**src/rtl/control_sequencer_if.sv**
```systemverilog
// Bus-side signal group for the control sequencer.
// The master modport belongs to the sequencer. It reads the instruction
// register and the flags, and it drives the step index and every strobe.
// The slave modport is the view seen by the datapath blocks that sit on the bus.
interface control_sequencer_if #(
    parameter int STEP_W = 3
);
    logic [7:0]        instr;
    logic              flag_c;
    logic              flag_z;
    logic [STEP_W-1:0] step;
    logic              hlt;
    logic              mar_in;
    logic              ram_in;
    logic              ram_out;
    logic              ir_in;
    logic              ir_out;
    logic              a_in;
    logic              a_out;
    logic              b_in;
    logic              alu_out;
    logic              alu_sub;
    logic              flags_in;
    logic              out_in;
    logic              pc_inc;
    logic              pc_load;
    logic              pc_out;

    modport master (
        input  instr, flag_c, flag_z,
        output step, hlt, mar_in, ram_in, ram_out, ir_in, ir_out,
               a_in, a_out, b_in, alu_out, alu_sub, flags_in, out_in,
               pc_inc, pc_load, pc_out
    );

    modport slave (
        output instr, flag_c, flag_z,
        input  step, hlt, mar_in, ram_in, ram_out, ir_in, ir_out,
               a_in, a_out, b_in, alu_out, alu_sub, flags_in, out_in,
               pc_inc, pc_load, pc_out
    );
endinterface

```
**src/rtl/control_sequencer.sv**
```systemverilog
// Microcoded control unit for the 8-bit bus computer.
// A T-state step counter runs the fetch (T0-T1) and the execute steps (T2-T4).
// Bus strobes are decoded combinationally from the step, the opcode
// (instr[7:4]), the flags and the halted flag.
// Optional feature: when the macro CU_EARLY_END_EN is defined, each
// instruction wraps to T0 right after its last step that has a strobe.
// When the macro is undefined, every instruction runs T0..LAST_STEP.
//
// mode    | meaning
// --------+-----------------------------------------------------------
// RUN     | step counter advances each clock and strobes follow decode
// HALTED  | step is frozen at T2, only hlt is high, only rst leaves it
module control_sequencer #(
    parameter int STEP_W    = 3,
    parameter int LAST_STEP = 4
) (
    input  logic                 clk,
    input  logic                 rst,
    control_sequencer_if.master  bus
);

    typedef enum logic {
        RUN    = 1'b0,
        HALTED = 1'b1
    } mode_t;

    localparam logic [STEP_W-1:0] T0   = STEP_W'(0);
    localparam logic [STEP_W-1:0] T1   = STEP_W'(1);
    localparam logic [STEP_W-1:0] T2   = STEP_W'(2);
    localparam logic [STEP_W-1:0] T3   = STEP_W'(3);
    localparam logic [STEP_W-1:0] T4   = STEP_W'(4);
    localparam logic [STEP_W-1:0] LAST = STEP_W'(LAST_STEP);

    localparam logic [3:0] OP_NOP = 4'h0;
    localparam logic [3:0] OP_LDA = 4'h1;
    localparam logic [3:0] OP_ADD = 4'h2;
    localparam logic [3:0] OP_SUB = 4'h3;
    localparam logic [3:0] OP_STA = 4'h4;
    localparam logic [3:0] OP_LDI = 4'h5;
    localparam logic [3:0] OP_JMP = 4'h6;
    localparam logic [3:0] OP_JC  = 4'h7;
    localparam logic [3:0] OP_JZ  = 4'h8;
    localparam logic [3:0] OP_OUT = 4'hE;
    localparam logic [3:0] OP_HLT = 4'hF;

    mode_t             mode_q, mode_d;
    logic [STEP_W-1:0] step_q, step_d;
    logic [STEP_W-1:0] end_step;
    logic [3:0]        opcode;

    logic hlt_c, mar_in_c, ram_in_c, ram_out_c, ir_in_c, ir_out_c;
    logic a_in_c, a_out_c, b_in_c, alu_out_c, alu_sub_c, flags_in_c;
    logic out_in_c, pc_inc_c, pc_load_c, pc_out_c;

    // The low nibble of IR is an operand. The IR itself puts it on the bus,
    // so the sequencer never looks at it.
    logic unused_instr_lo;
    assign unused_instr_lo = ^bus.instr[3:0];

    assign opcode = bus.instr[7:4];

    // State register: step counter and halt mode, async reset to T0 / RUN
    always_ff @(posedge clk or posedge rst) begin
        if (rst) begin
            step_q <= T0;
            mode_q <= RUN;
        end else begin
            step_q <= step_d;
            mode_q <= mode_d;
        end
    end

    // Microcode decode and next-step computation
    always_comb begin
        hlt_c      = 1'b0;
        mar_in_c   = 1'b0;
        ram_in_c   = 1'b0;
        ram_out_c  = 1'b0;
        ir_in_c    = 1'b0;
        ir_out_c   = 1'b0;
        a_in_c     = 1'b0;
        a_out_c    = 1'b0;
        b_in_c     = 1'b0;
        alu_out_c  = 1'b0;
        alu_sub_c  = 1'b0;
        flags_in_c = 1'b0;
        out_in_c   = 1'b0;
        pc_inc_c   = 1'b0;
        pc_load_c  = 1'b0;
        pc_out_c   = 1'b0;
        step_d     = step_q;
        mode_d     = mode_q;
        end_step   = LAST;

`ifdef CU_EARLY_END_EN
        case (opcode)
            OP_LDA, OP_STA:                         end_step = T3;
            OP_ADD, OP_SUB:                         end_step = T4;
            OP_LDI, OP_JMP, OP_JC, OP_JZ, OP_OUT,
            OP_HLT:                                 end_step = T2;
            default:                                end_step = T1;
        endcase
`endif

        if (mode_q == HALTED) begin
            hlt_c = 1'b1;
        end else begin
            case (step_q)
                T0: begin
                    pc_out_c = 1'b1;
                    mar_in_c = 1'b1;
                end
                T1: begin
                    ram_out_c = 1'b1;
                    ir_in_c   = 1'b1;
                    pc_inc_c  = 1'b1;
                end
                T2: begin
                    case (opcode)
                        OP_LDA, OP_ADD, OP_SUB, OP_STA: begin
                            ir_out_c = 1'b1;
                            mar_in_c = 1'b1;
                        end
                        OP_LDI: begin
                            ir_out_c = 1'b1;
                            a_in_c   = 1'b1;
                        end
                        OP_JMP: begin
                            ir_out_c  = 1'b1;
                            pc_load_c = 1'b1;
                        end
                        OP_JC: begin
                            ir_out_c  = bus.flag_c;
                            pc_load_c = bus.flag_c;
                        end
                        OP_JZ: begin
                            ir_out_c  = bus.flag_z;
                            pc_load_c = bus.flag_z;
                        end
                        OP_OUT: begin
                            a_out_c  = 1'b1;
                            out_in_c = 1'b1;
                        end
                        OP_HLT: hlt_c = 1'b1;
                        default: ;
                    endcase
                end
                T3: begin
                    case (opcode)
                        OP_LDA: begin
                            ram_out_c = 1'b1;
                            a_in_c    = 1'b1;
                        end
                        OP_ADD, OP_SUB: begin
                            ram_out_c = 1'b1;
                            b_in_c    = 1'b1;
                        end
                        OP_STA: begin
                            a_out_c  = 1'b1;
                            ram_in_c = 1'b1;
                        end
                        default: ;
                    endcase
                end
                T4: begin
                    if (opcode == OP_ADD || opcode == OP_SUB) begin
                        alu_out_c  = 1'b1;
                        a_in_c     = 1'b1;
                        flags_in_c = 1'b1;
                        alu_sub_c  = (opcode == OP_SUB);
                    end
                end
                default: ;
            endcase

            // HLT holds the counter at T2. Every other opcode advances or wraps.
            if (opcode == OP_HLT && step_q == T2) begin
                mode_d = HALTED;
            end else if (step_q == end_step) begin
                step_d = T0;
            end else begin
                step_d = step_q + 1'b1;
            end
        end
    end

    // While reset is asserted, no strobe may leak from the T0 decode
    assign bus.step     = step_q;
    assign bus.hlt      = hlt_c      & ~rst;
    assign bus.mar_in   = mar_in_c   & ~rst;
    assign bus.ram_in   = ram_in_c   & ~rst;
    assign bus.ram_out  = ram_out_c  & ~rst;
    assign bus.ir_in    = ir_in_c    & ~rst;
    assign bus.ir_out   = ir_out_c   & ~rst;
    assign bus.a_in     = a_in_c     & ~rst;
    assign bus.a_out    = a_out_c    & ~rst;
    assign bus.b_in     = b_in_c     & ~rst;
    assign bus.alu_out  = alu_out_c  & ~rst;
    assign bus.alu_sub  = alu_sub_c  & ~rst;
    assign bus.flags_in = flags_in_c & ~rst;
    assign bus.out_in   = out_in_c   & ~rst;
    assign bus.pc_inc   = pc_inc_c   & ~rst;
    assign bus.pc_load  = pc_load_c  & ~rst;
    assign bus.pc_out   = pc_out_c   & ~rst;

endmodule
```
**src/flat_wrapper.sv**
```systemverilog
// flat-port wrapper written by rule: the top's interface ports become plain ports
module control_sequencer_flat 
#(
    parameter int STEP_W    = 3,
    parameter int LAST_STEP = 4
)
  (clk, rst, bus_instr, bus_flag_c, bus_flag_z, bus_step, bus_hlt, bus_mar_in, bus_ram_in, bus_ram_out, bus_ir_in, bus_ir_out, bus_a_in, bus_a_out, bus_b_in, bus_alu_out, bus_alu_sub, bus_flags_in, bus_out_in, bus_pc_inc, bus_pc_load, bus_pc_out);
  control_sequencer_if #(.STEP_W(STEP_W)) bus_i ();
  input  logic clk;
  input  logic rst;
  input wire logic [$bits(bus_i.instr)-1:0] bus_instr;
  input wire logic [$bits(bus_i.flag_c)-1:0] bus_flag_c;
  input wire logic [$bits(bus_i.flag_z)-1:0] bus_flag_z;
  output wire logic [$bits(bus_i.step)-1:0] bus_step;
  output wire logic [$bits(bus_i.hlt)-1:0] bus_hlt;
  output wire logic [$bits(bus_i.mar_in)-1:0] bus_mar_in;
  output wire logic [$bits(bus_i.ram_in)-1:0] bus_ram_in;
  output wire logic [$bits(bus_i.ram_out)-1:0] bus_ram_out;
  output wire logic [$bits(bus_i.ir_in)-1:0] bus_ir_in;
  output wire logic [$bits(bus_i.ir_out)-1:0] bus_ir_out;
  output wire logic [$bits(bus_i.a_in)-1:0] bus_a_in;
  output wire logic [$bits(bus_i.a_out)-1:0] bus_a_out;
  output wire logic [$bits(bus_i.b_in)-1:0] bus_b_in;
  output wire logic [$bits(bus_i.alu_out)-1:0] bus_alu_out;
  output wire logic [$bits(bus_i.alu_sub)-1:0] bus_alu_sub;
  output wire logic [$bits(bus_i.flags_in)-1:0] bus_flags_in;
  output wire logic [$bits(bus_i.out_in)-1:0] bus_out_in;
  output wire logic [$bits(bus_i.pc_inc)-1:0] bus_pc_inc;
  output wire logic [$bits(bus_i.pc_load)-1:0] bus_pc_load;
  output wire logic [$bits(bus_i.pc_out)-1:0] bus_pc_out;
  assign bus_i.instr = bus_instr;
  assign bus_i.flag_c = bus_flag_c;
  assign bus_i.flag_z = bus_flag_z;
  assign bus_step = bus_i.step;
  assign bus_hlt = bus_i.hlt;
  assign bus_mar_in = bus_i.mar_in;
  assign bus_ram_in = bus_i.ram_in;
  assign bus_ram_out = bus_i.ram_out;
  assign bus_ir_in = bus_i.ir_in;
  assign bus_ir_out = bus_i.ir_out;
  assign bus_a_in = bus_i.a_in;
  assign bus_a_out = bus_i.a_out;
  assign bus_b_in = bus_i.b_in;
  assign bus_alu_out = bus_i.alu_out;
  assign bus_alu_sub = bus_i.alu_sub;
  assign bus_flags_in = bus_i.flags_in;
  assign bus_out_in = bus_i.out_in;
  assign bus_pc_inc = bus_i.pc_inc;
  assign bus_pc_load = bus_i.pc_load;
  assign bus_pc_out = bus_i.pc_out;
  control_sequencer #(.STEP_W(STEP_W), .LAST_STEP(LAST_STEP)) u_core (.clk(clk), .rst(rst), .bus(bus_i));
endmodule
```
**config.mk**
```make
export PLATFORM = sky130hd
export DESIGN_NAME = control_sequencer_flat
export DESIGN_NICKNAME = d
export VERILOG_FILES = /design/src/rtl/control_sequencer_if.sv /design/src/rtl/control_sequencer.sv /design/src/flat_wrapper.sv
export SDC_FILE = /design/constraint.sdc
export NUM_CORES = 1
export LEC_CHECK = 0
export ABC_AREA = 0
export ABC_CLOCK_PERIOD_IN_PS = 4200
export CAP_MARGIN = 5
export CORE_AREA = 3 3 45 47
export CTS_BUF_LIST = sky130_fd_sc_hd__clkbuf_8
export CTS_CLUSTER_DIAMETER = 60
export DETAILED_ROUTE_END_ITERATION = 8
export DIE_AREA = 0 0 48 50
export GPL_ROUTABILITY_DRIVEN = 1
export PLACE_DENSITY_LB_ADDON = 0.15
export SLEW_MARGIN = 15
export SYNTH_ARGS = -nofsm -noshare
export SYNTH_HDL_FRONTEND = slang
export SYNTH_SLANG_ARGS = --single-unit
```
**constraint.sdc**
```tcl
create_clock -name clk -period 4.2 [get_ports clk]
set_input_delay 0.84 -clock clk [delete_from_list [all_inputs] [get_ports clk]]
set_output_delay 0.84 -clock clk [all_outputs]
set_load 0.05 [all_outputs]
```
; ---- Word level (Yosys, flattened, before mapping)
; Index checks and enable logic that the tools add are counted.
[word_totals]
register_bits = 4
output_inout_bits = 19
word_cells = 85
[op_classes]
add_sub_neg = 1
eq_ne = 14
muxes = 43
bitwise_logic = 17
n_reduce_logical = 8
[ops]
columns = operator, n
row1 = $mux W1, 36
row2 = $eq A4 B3 Y1 const B, 4
row3 = $and A1 B1 Y1, 14
row4 = $eq A4 B4 Y1 const B, 3
row5 = $pmux W1 S3, 3
row6 = $eq A4 B2 Y1 const B, 2
row7 = $eq A3 B2 Y1 const B, 2
row8 = $pmux W1 S2, 3
row9 = $reduce_or A6 Y1, 1
row10 = $eq A4 B1 Y1 const B, 1
row11 = $reduce_or A4 Y1, 1
row12 = $add A3 B1 Y3 const B, 1
row13 = $eq A3 B1 Y1 const B, 1
row14 = $eq A3 B3 Y1 const B, 1
row15 = $logic_not A3 Y1, 1
row16 = $mux W3, 1
row17 = $not A1 Y1, 3
row18 = $reduce_or A3 Y1, 1
row19 = $reduce_and A2 Y1, 1
row20 = $reduce_or A2 Y1, 1
row21 = $logic_and A1 B1 Y1, 1
row22 = $logic_or A1 B1 Y1, 1

; ---- Logic depth before layout (Yosys ltp)
[depth]
ltp_word = 6
ltp_mapped = 5

; ---- Worst setup path before layout
; No wires, ideal clock.
[synth_timing]
kind = input -> output
start = in bus_instr[4]
end = out bus_ir_out
t_arrival_ns = 2.511
required_time_ns = 3.360
slack_ns = 0.849
path_stages = 4
path_cell_list = buf_2 nor2b_1 a21o_1 a211oi_1
[synth_via]
elab_chain_cells = 6
[synth_lines]
columns = element, line
row1 = start: declaration, flat_wrapper.sv:11  ; input wire logic [$bits(bus_i.instr)-1:0] bus_instr;
row2 = $eq A4 B3 Y1 (tied with other cells), control_sequencer.sv:119  ; case (opcode)
row3 = $reduce_or A6 Y1 (no line), n/a
row4 = $pmux W1 S3 *, control_sequencer.sv:119
row5 = $mux W1 *, control_sequencer.sv:108  ; case (step_q)
row6 = $mux W1 *, control_sequencer.sv:105  ; if (mode_q == HALTED) begin
row7 = $and A1 B1 Y1 *, control_sequencer.sv:194  ; assign bus.ir_out = ir_out_c & ~rst;
row8 = end: declaration, flat_wrapper.sv:20  ; output wire logic [$bits(bus_i.ir_out)-1:0] bus_ir_out;
; Every way passes the cells marked *; elsewhere a longest branch is shown, timed or not.

; ---- Worst setup path after layout
[layout_timing]
start = in bus_instr[5]
end = out bus_pc_load
[layout_via]
elab_chain_cells = 5
[layout_lines]
columns = element, line
row1 = $eq A4 B4 Y1 / $eq A4 B3 Y1 (equally long branches), control_sequencer.sv:119
row2 = $pmux W1 S3 *, control_sequencer.sv:119
row3 = $mux W1 *, control_sequencer.sv:108
row4 = $mux W1 *, control_sequencer.sv:105
row5 = $and A1 B1 Y1 *, control_sequencer.sv:203  ; assign bus.pc_load = pc_load_c & ~rst;
row6 = end: declaration, flat_wrapper.sv:29  ; output wire logic [$bits(bus_i.pc_load)-1:0] bus_pc_load;
; Marks and branches as above.

==> out/metrics.json <==
{
  "worst_setup_path_endpoint": "bus_pc_load",
  "gr-usage-all-layers_pct": 13.58,
  "synth.avg_cell_area_um2": 7.890,
  "port-buffer-count": 26,
  "outcome": "complete, no violations",
  "detailedRoute.firstIterationViolations": 10,
  "yosys.area.top_type_share_pct": 17.62,
  "tritoncts": "done",
  "critical_path_arrival_ns": 2.96,
  "worstRegToRegCells": 5,
  "total_power_w": 0.0005120,
  "syn_to_final_growth_pct": 52.20,
  "synth-async-reset-ratio_pct": 100.0,
  "cellPowerDensity_nw_per_um2": 592.2,
  "drt_pre_antenna_iters": 4,
  "routed_wirelength_um": 1400,
  "timing.setup.tns_ns": 0,
  "worst_hold_path_type": "reg -> reg",
  "hold_buffers": 0,
  "max_freq_ghz": 0.2632,
  "synth_seq_cells": 4,
  "timing.critical_path.from": "bus_instr[5]",
  "wl_per_cell_um": 12.39,
  "boundaryPins": 31,
  "relSlewSlack_pct": 66.56,
  "die_width_um": 48,
  "clkSinkCount": 4,
  "setup.worst_path.class": "in -> out",
  "yosys-top-cells-area": "dfrtp_1 18%, ha_1 11%, nor2_1 4.6%",
  "worst_path_most_repeated_cell": "clkdlybuf4s50_1",
  "cts.reportedPaths.clkPinSlew_ns": 0.03,
  "ys_seq_area_share_pct": 17.62,
  "chipHeight_um": 50,
  "critPathRequiredTime_ns": 3.36,
  "worst_skew_pair.late_latency_ns": 0.21,
  "setup.worst_path.end_class": "output port",
  "post_route_cells_drive_above_1_share_pct": 13.54,
  "worstMarginPinSlew_ns": 0.5000,
  "period_share_pct": 90.45,
  "final_net_count": 115,
  "rows": 15,
  "dr_total_vias": 593,
  "grt_antenna_before_repair": 0,
  "post_cts_buffers": 0,
  "vdd_ir_drop_max_v": 0.0004260,
  "yosysUniqueCellTypes": 36,
  "number_of_buffers_inserted_during_clock_tree_synthesis": 3,
  "final_period_minus_worst_setup_slack_ns": 3.799,
  "hold_viol_final": 0,
  "worstPathMaxFanout": 10,
  "hpwl_detailed_um": 1130,
  "fillCellCount": 171,
  "start_kind": "primary input",
  "multiInputGateArea_um2": 411.6,
  "drtAntennaViolNets": 0,
  "wire_length_of_the_first_global_routing_pass_um": 2408,
  "drc": 0,
  "max_cap_violations": 0,
  "largest_net_degree_at_the_start_of_global_routing": 12,
  "timing.critical_path.slowest_cell_delay_ns": 0.80,
  "first_global_vias": 563,
  "die-area_um2": 2400,
  "syn_area_um2": 568.0,
  "cts_root_buffer_type": "clkbuf_8",
  "regToRegEndpoint": "u_core.bus.step[2]",
  "clock_tree.htree_level_count": 1,
  "crit_chain": "clkdlybuf4s50_1, or3_4, o32ai_1, and3_1, clkdlybuf4s50_1",
  "rrSetupSlack_ns": 2.63,
  "number_of_enable_flip_flop_cells_after_synthesis": 0,
  "final_max_slew_viol_count": 0,
  "initial_utilization_pct": 33.63,
  "syn-instance-count": 72,
  "syn-num-nets": 89,
  "timing.clock.skew_ns": 0.0005615,
  "sequential_standard_cell_area_um2": 100.1,
  "antenna_cells": 0,
  "synthFlopType": "dfrtp_1",
  "setup_viol": 0,
  "cellLeakagePower_nw": 0.3519,
  "count_of_yosys_warnings_during_synthesis": 0,
  "synth_area_leader_cell": "dfrtp_1",
  "cts.path.max_buffers": 2,
  "cts_repair_resize_count": 0,
  "route.detailed.vias_per_inst": 5.248,
  "core-area_um2": 1689,
  "grt_overflow_total": 0,
  "grt_setup_unrepaired": "no",
  "cell_type_of_the_slowest_stage_on_the_worst_timing_path": "clkdlybuf4s50_1",
  "regToRegStartpoint": "u_core.bus.step[0]",
  "gp_congestion": 0.7799
}
[how the worst min path moves through the flow]
stage               slack, ns           from  cells after the start            endpoint
floorplan                0.59  u_core.mode_q                      2       u_core.mode_q
global placement         0.64  u_core.mode_q                      1  u_core.bus.step[2]
detailed placement       0.64  u_core.mode_q                      1  u_core.bus.step[2]
CTS                      0.64  u_core.mode_q                      1  u_core.bus.step[2]
global route             0.68  u_core.mode_q                      1  u_core.bus.step[2]
finish                   0.64  u_core.mode_q                      1  u_core.bus.step[2]
[cell usage in the layout, fill, tap and decap left out, types with 2 or more instances in the layout]
cell and count:
clkdlybuf4s50_1 26, nand3_1 2, dfrtp_1 4, and2_1 2, o21ai_0 2, nor2_1 7
clkbuf_8 3, nor2b_1 2, nor3_1 2, ha_1 5, nand2_1 5, a21oi_1 4
and4_1 2, o211ai_1 3, inv_1 6
[per-stage QoR]
stage	instances	area (um^2)	setup slack (ns)	utilization [%]	hold WS (ns)
floorplan	72	568.0	0.8490	-	0.5862
global placement	110	823.3	0.3906	48.74	0.6445
detailed placement	110	823.3	0.4078	48.74	0.6391
CTS	113	864.6	0.4016	51.19	0.6390
global route	113	864.6	0.2861	51.19	0.6842
finish	113	864.6	0.4012	51.19	0.6429
[cell families after synthesis]
| logic type | count (synthesis) | share of synthesized area [%] |
|---|---|---|
| AND/OR/NAND/NOR | 34 | 37.01 |
| AO/OA/AOI/OAI | 16 | 22.69 |
| buffers and inverters | 12 | 9.909 |
| adder cells (fa/ha/maj) | 5 | 11.01 |
| flip-flops | 4 | 17.62 |
| multiplexers | 1 | 1.762 |
[synth_stat cells, drive strengths merged (2+ instances only)]
master and instances:
dfrtp 4, a21oi 4, nor2 7, ha 5, and4 2, nor2b 2, and2 3, o21ai 2
and3 2, o211ai 3, nand3 2, inv 6, nand2 5, or3 3, buf 5, nor3 2
[report_power, final]
group | internal [W] | switching (W) | total [W]
combinational | 0.000135 | 0.000207 | 0.000342
sequential | 0.0000592 | 0.0000337 | 0.0000929
clock | 0.0000608 | 0.0000164 | 0.0000772
total | 0.000255 | 0.000257 | 0.000512
[cell type report]
type,count,share of cell area [%]
sequential,4,11.58
clock buffer,3,4.776
tap,17,2.460
timing repair buffer,27,30.97
multi-input combinational,56,47.61
inverter,6,2.605
[per-layer routing]
layer | global-route usage (%) | vias to the layer above | part of all wire, %
met4 | 5.381 | 0 | 0
met2 | 20.48 | 17 | 49
met1 | 18.38 | 272 | 45
met3 | 2.555 | 0 | 6.3
met5 | 0 | - | 0
li1 | - | 304 | -
[state kept, by name (all words and copies together), names as in the netlist]
signal,count
u_core.mode_q,1
u_core.bus.step,3
[critical path, delay by kind of cell]
kind                   cells  cell delay (ns)
and+or+nand+nor            2             0.64
buffers and inverters      2             1.36
AOI/OAI and AO/OA          1             0.11
Note: power is estimated with default switching activity, not from simulation.
